--- src/rtl/sim_run_controller.sv ---
// sim_run_controller: core reset/run sequencing with halt/timeout detection and saturating cycle/retire counters
module sim_run_controller #(
  parameter int NUM_CH       = 1,
  parameter int CNT_W        = 32,
  parameter int RESET_CYCLES = 1,
  parameter int MAX_CYCLES   = 92,
  parameter int DRAIN_CYCLES = 4
) (
  input  logic                     clk,
  input  logic                     reset,
  input  logic                     restart,
  input  logic [NUM_CH-1:0]        halt_in,
  input  logic [NUM_CH-1:0]        retire_valid,
  output logic                     core_reset,
  output logic                     core_run,
  output logic                     done,
  output logic                     timeout,
  output logic [NUM_CH-1:0]        halted,
  output logic [CNT_W-1:0]         cycle_count,
  output logic [NUM_CH*CNT_W-1:0]  retire_count
);
  localparam int HW = $clog2(RESET_CYCLES + 1);
  localparam int DW = $clog2(DRAIN_CYCLES + 1);
  typedef enum logic [1:0] {HOLD, RUN, DRAIN, DONE} state_t;
  state_t state, nxt;
  logic [HW-1:0] hold_cnt, hold_n;
  logic [DW-1:0] drain_cnt, drain_n;
  logic [NUM_CH-1:0] halted_n;
  logic [CNT_W-1:0] cyc_n;
  logic [NUM_CH-1:0][CNT_W-1:0] ret_q, ret_n;
  logic to_n;
  function automatic logic [CNT_W-1:0] sat_inc(input logic [CNT_W-1:0] x);
    return &x ? x : x + 1'b1;
  endfunction
  assign retire_count = ret_q;
  // next state, next counter values and next timeout flag
  always_comb begin
    nxt      = state;
    hold_n   = hold_cnt;
    drain_n  = drain_cnt;
    halted_n = halted;
    cyc_n    = cycle_count;
    ret_n    = ret_q;
    to_n     = timeout;
    case (state)
      HOLD: begin
        hold_n = hold_cnt + 1'b1;
        if (hold_cnt == HW'(RESET_CYCLES - 1)) nxt = RUN;
      end
      RUN, DRAIN: begin
        cyc_n    = sat_inc(cycle_count);
        halted_n = halted | halt_in;
        drain_n  = drain_cnt + 1'b1;
        for (int i = 0; i < NUM_CH; i++) ret_n[i] = retire_valid[i] ? sat_inc(ret_q[i]) : ret_q[i];
        if (state == RUN) begin
          drain_n = '0;
          if (&halted_n) nxt = DRAIN;
          else if (cyc_n == CNT_W'(MAX_CYCLES)) begin
            nxt  = DONE;
            to_n = 1'b1;
          end
        end else if (drain_cnt == DW'(DRAIN_CYCLES - 1)) nxt = DONE;
      end
      default: if (restart) begin
        nxt      = HOLD;
        hold_n   = '0;
        drain_n  = '0;
        halted_n = '0;
        cyc_n    = '0;
        ret_n    = '0;
        to_n     = 1'b0;
      end
    endcase
  end
  // state register
  always_ff @(posedge clk or posedge reset) begin
    if (reset) state <= HOLD;
    else state <= nxt;
  end
  // counters, halt mask and status outputs, all registered from the next state
  always_ff @(posedge clk or posedge reset) begin
    if (reset) begin
      hold_cnt    <= '0;
      drain_cnt   <= '0;
      halted      <= '0;
      cycle_count <= '0;
      ret_q       <= '0;
      core_reset  <= 1'b1;
      core_run    <= 1'b0;
      done        <= 1'b0;
      timeout     <= 1'b0;
    end else begin
      hold_cnt    <= hold_n;
      drain_cnt   <= drain_n;
      halted      <= halted_n;
      cycle_count <= cyc_n;
      ret_q       <= ret_n;
      core_reset  <= nxt == HOLD;
      core_run    <= nxt == RUN || nxt == DRAIN;
      done        <= nxt == DONE;
      timeout     <= to_n;
    end
  end
endmodule

--- config.mk ---
export PLATFORM = sky130hd
export DESIGN_NAME = sim_run_controller
export DESIGN_NICKNAME = d
export VERILOG_FILES = /design/src/rtl/sim_run_controller.sv
export SDC_FILE = /design/constraint.sdc
export NUM_CORES = 1
export LEC_CHECK = 0
export ABC_AREA = 1
export BUFFER_PORTS_ARGS = -buffer_cell sky130_fd_sc_hd__buf_2
export CAP_MARGIN = 20
export CORE_MARGIN = 4
export CORE_UTILIZATION = 50
export CTS_CLUSTER_DIAMETER = 60
export DETAILED_ROUTE_END_ITERATION = 16
export PLACE_DENSITY_LB_ADDON = 0.3
export SYNTH_ARGS = -nofsm -noshare
export SYNTH_HDL_FRONTEND = slang
export SYNTH_SLANG_ARGS = --single-unit
export TNS_END_PERCENT = 20
--- constraint.sdc ---
create_clock -name clk -period 6.2 [get_ports clk]
set_clock_uncertainty 0.15 [all_clocks]
set_input_delay 0.31 -clock clk [delete_from_list [all_inputs] [get_ports clk]]
set_output_delay 0.31 -clock clk [all_outputs]
set_load 0.005 [all_outputs]
Word level (Yosys, flattened, before mapping)
Cells that the tools add are included.
- flip-flop bits (word level): 75
- input port bits: 5
- bitwise operators: 3
- equal/unequal tests: 12
- $add $sub $neg: 4
- reductions and logical operators: 12
- multiplexer cells: 23
- operator list (kind ; number):
    32-bit two-way mux ; 4
    32-bit case mux with 2 select lines ; 2
    32-bit by 1-bit adder with 32-bit output (second input constant) ; 2
    32-bit AND reduction ; 2
    32-bit by 7-bit == test with 1-bit output (second input constant) ; 1
    2-bit two-way mux ; 6
    2-bit != test (second input constant) ; 5
    2-bit == test (second input constant) ; 3
    3-bit two-way mux ; 2
    1-bit case mux with 2 select lines ; 3
    3-bit case mux with 2 select lines ; 1
    5-bit AND reduction ; 1
    2-bit by 1-bit == test with 1-bit output (second input constant) ; 2
    2-bit logical NOT ; 2
    1-bit two-way mux ; 4
    2-bit case mux with 2 select lines ; 1
    2-bit AND reduction ; 2
    4-bit AND reduction ; 1
    2-bit nonzero test ; 2
    3-bit by 1-bit adder with 3-bit output (second input constant) ; 1
    3-bit by 2-bit == test with 1-bit output (second input constant) ; 1
    1-bit inverter ; 2
    2-bit OR reduction ; 1
    1-bit adder (second input constant) ; 1
    2 further kinds ; 2

Logic depth before layout (Yosys ltp)
- depth in word-level cells: 9
- depth in mapped cells: 21
- gate-level depth less buffers: 21

Worst setup path before layout
No wires, ideal clock.
- path type: register to register
- from: register state[0]
- to: register ret_q (netlist bit retire_count[30])
- buffers on the path: 1
- arrival: 2.252 ns
- path slack: 3.662 ns
- stages on the path, launching flop included: 10
- period minus slack after synthesis: 2.538 ns
- data required time: 5.914 ns
- setup time: 0.136 ns
- cells stage by stage: dfrtp_1 -> inv_1 -> ha_1 -> clkinv_1 -> a21oi_2 -> nand3_1 -> clkbuf_1 -> nor4_1 -> and3_1 -> nor3_1
- word-level cells in the longest chain between the ends: 4
- elaborated cells between the ends (all ways): 10
- RTL lines (what ; line ; text):
    start: declaration ; 25 ; state_t state, nxt;
    start signal: assignment ; 78 ; else state <= nxt;
    2-bit by 1-bit == test with 1-bit output or 2-bit == test (tied branches) ; 45 ; case (state)
    2-bit OR reduction ; 45 ;
    2-bit != test (no source line) or 2-bit nonzero test (tied branches) ; -- ;
    4-bit AND reduction (no source line) ; -- ;
    end signal: assignment ; 97 ; ret_q <= ret_n;
    end: declaration ; 30 ; logic [NUM_CH-1:0][CNT_W-1:0] ret_q, ret_n;
Several ways; a longest one is shown, not always the timed one.
A chain may end at the register's enable or synchronous reset.

Worst setup path in the final report
- from: register state[1]
- to: register ret_q (netlist bit retire_count[28])
Same word-level chain as after synthesis.

==> flow_summary.ini <==
[status]
outcome = completed

[timing]
period_share_pct = 66.9
fin_crit_ns = 4.15
finalSetupViolCount = 0
slew_headroom_pct = 34.7
finalHoldViolCount = 0
rsz0062_at_grt = no
maxSlewViolCount = 0
setup_tns_ns = 0
fin_ws_ns = 2.05
tightest_slew_ns = 0.979
fmax_mhz = 241

[floorplanning]
ios = 74
start_util_pct = 51.0
fp.dieW_um = 105
num_rows = 35
die_y_um = 105
coreArea_mm2 = 0.00920
die_area_mm2 = 0.0110

[placement]
dpl-instance-area_mm2 = 0.00515
place.gp.congestion = 0.933
post-place-ws_ns = 2.06
hpwl_mm = 9.68
placement.io_buffers = 73

[global_route]
met1_usage_pct = 30.1
grt_util_met2_pct = 39.4
use_met3_pct = 4.69
grt_pass1_wl_mm = 21.9
grt_util_all_layers_pct = 24.2
grt_overflow = 0
antenna_found_initial = 0
grt-busiest-layer = met2
grt_max_degree = 76
grt_pass1_vias = 4671

[pwr]
pwr-share-seq_pct = 36.3
finalPower_uw = 2050
p_switching_uw = 950
power_density_mw_per_mm2 = 383
peakVddDrop_v = 0.000181
power_frac_clock_pct = 18.6
combPwrFrac_pct = 45.1
internal_power_uw = 1100
p_leak_uw = 0.00257
switching_share_pct = 46.4

[critical_path]
crit_type = flip-flop to flip-flop
cp_top_family = buffers and inverters
critPathMaxStageDelay_ns = 0.78
crit_path_end_kind = flip-flop
cp-start-kind = flip-flop
ff2ff_setup_slack_ns = 2.05
critPathSlowestCell = nor2_1
path_max_fanout = 19
required_ns = 6.29
cp_num_buf_inv = 4
cp_cell_sequence = inv_1 > ha_1 > clkinv_1 > a21oi_2 > inv_1 > nor2_1 > inv_1 > o21ai_0 > a21oi_1
critPathMostFrequentCell = inv_1
worstPathArrival_ns = 4.24
r2r-end = retire_count[28]
rr_startpoint = state[1]
timing.reg2reg.worst_path_depth = 9

[logic_synthesis]
synth_edf_count = 0
synth_flop_cell = dfrtp_1
syn_nets = 700
synthDistinctLibCells = 36
synthArstFlopShare_pct = 100
synth_warnings = 0
synth_top_area_share_pct = 39.5
synthMostInstantiatedCell = nand2_1
syn_area_per_cell_um2 = 6.82
synth_area_mm2 = 0.00469
synth_commonest_cells = nand2_1 (200), nor2_1 (112), dfrtp_1 (74)
yosys.area.top_type = dfrtp_1
ys_seq_area_share_pct = 40.1
synthCells = 687
synth-seq-cells = 75
yosys-top-cells-area = dfrtp_1 (40%), nand2_1 (16%), nor2_1 (9.0%)

[clock_network]
clk_latency_ns = 0.36
cts_tree = built
cts_max_level = 3
hold_buffers = 0
clk_pin_slew_ns = 0.07
post_cts_buffers = 0
clk_root_buffer_cell = clkbuf_8
cts.sinks = 75
cts_resized = 0
cts_inserted_buffers = 9
clockBufferDepth = 2

[final_layout]
postLayoutCellArea_mm2 = 0.00535
fill_cells = 881
fin_nets = 775
regArea_mm2 = 0.00188
drive_gt1_share_pct = 14.7
multi_input_area_mm2 = 0.00244
syn_to_final_growth_pct = 14.0
insertedDiodeCount = 0

[job]
maxCapViolations = 0

[drt]
drt_iter0_markers = 247
ant_nets = 0
drc = 0
wl_per_cell_um = 14.8
wl_mm = 13.0
firstDrtPassIters = 5
dr_total_vias = 4866
vias_per_cell = 5.54

[min_path]
holdCritPathClass = input pin to asynchronous set/reset pin
==> how the worst max path moves through the flow <==
stage,cells past startpoint,start,end,slack (ns)
after floorplan,9,state[0],retire_count[30],3.66
after global placement,9,state[0],retire_count[11],2.30
after detailed placement,9,state[1],retire_count[27],2.06
after CTS,9,state[1],retire_count[27],2.06
after global routing,9,state[0],retire_count[11],1.73
final,9,state[1],retire_count[28],2.05
==> cell families (layout without fill, tap and decap cells) <==
family	after synthesis	after routing	share of synthesized area, %
XOR/XNOR	7	7	1.31
flip-flops	75	75	40.1
adder cells (fa/ha/maj)	8	8	2.14
buffers and inverters	92	172	7.77
AND/OR/NAND/NOR	403	403	36.5
AO/OA/AOI/OAI	102	102	12.2
==> power groups by stage <==
stage	clock, µW	sequential (µW)	combinational (µW)
2_1_floorplan	0	723	634
3_3_place_gp	0	743	897
6_report	381	743	924
3_5_place_dp	0	750	919
5_1_grt	414	764	1040
4_1_cts	389	741	922
==> sequential cells by signal, summed over array words and instances (netlist names) <==
register,count
core_reset,1
core_run,1
cycle_count,32
done,1
drain_cnt,3
halted,1
hold_cnt,1
retire_count,32
state,2
timeout,1
==> placed cells by master, fill, tap and decap left out, types with 5 or more instances in the layout <==
cell        n
a21oi_1    27
a31oi_1     5
buf_2      73
clkbuf_8   10
dfrtp_1    74
ha_1        8
inv_1      72
inv_2       6
nand2_1   200
nand3_1    38
nand4_1    12
nor2_1    112
nor3_1     16
nor4_1      7
o21ai_0    39
o22ai_1    22
xor2_1      7
==> worst min-delay path: stages <==
cell   delay (ns)
buf_2        0.10
inv_2        0.03
buf_4        0.73
==> metal layers <==
metal / share of wire [%] / vias up / wire length, µm
met5: 0 / - / 0
met4: 3.6 / 0 / 468
met3: 6.3 / 37 / 818
met2: 48 / 188 / 6170
met1: 43 / 2249 / 5520
li1: - / 2392 / -
==> per-stage QoR <==
step / utilization, % / hold WS (ns) / cells
3_5_place_dp: 56.0 / 0.344 / 862
2_1_floorplan: - / 0.303 / 687
4_1_cts: 58.1 / 0.129 / 878
6_report: 58.1 / 0.101 / 878
5_1_grt: 58.1 / 0.175 / 878
3_3_place_gp: 56.0 / 0.323 / 862
==> area by class of cell <==
type                    instances  area share [%]
repair buffers                 75            7.12
multi-input cells             520            45.7
clock buffers                  12            2.72
clock inverters                 4           0.936
inverters                      81            5.76
flip-flops and latches         75            35.1
well taps                     111            2.60
(Power assumes the default switching activity.)
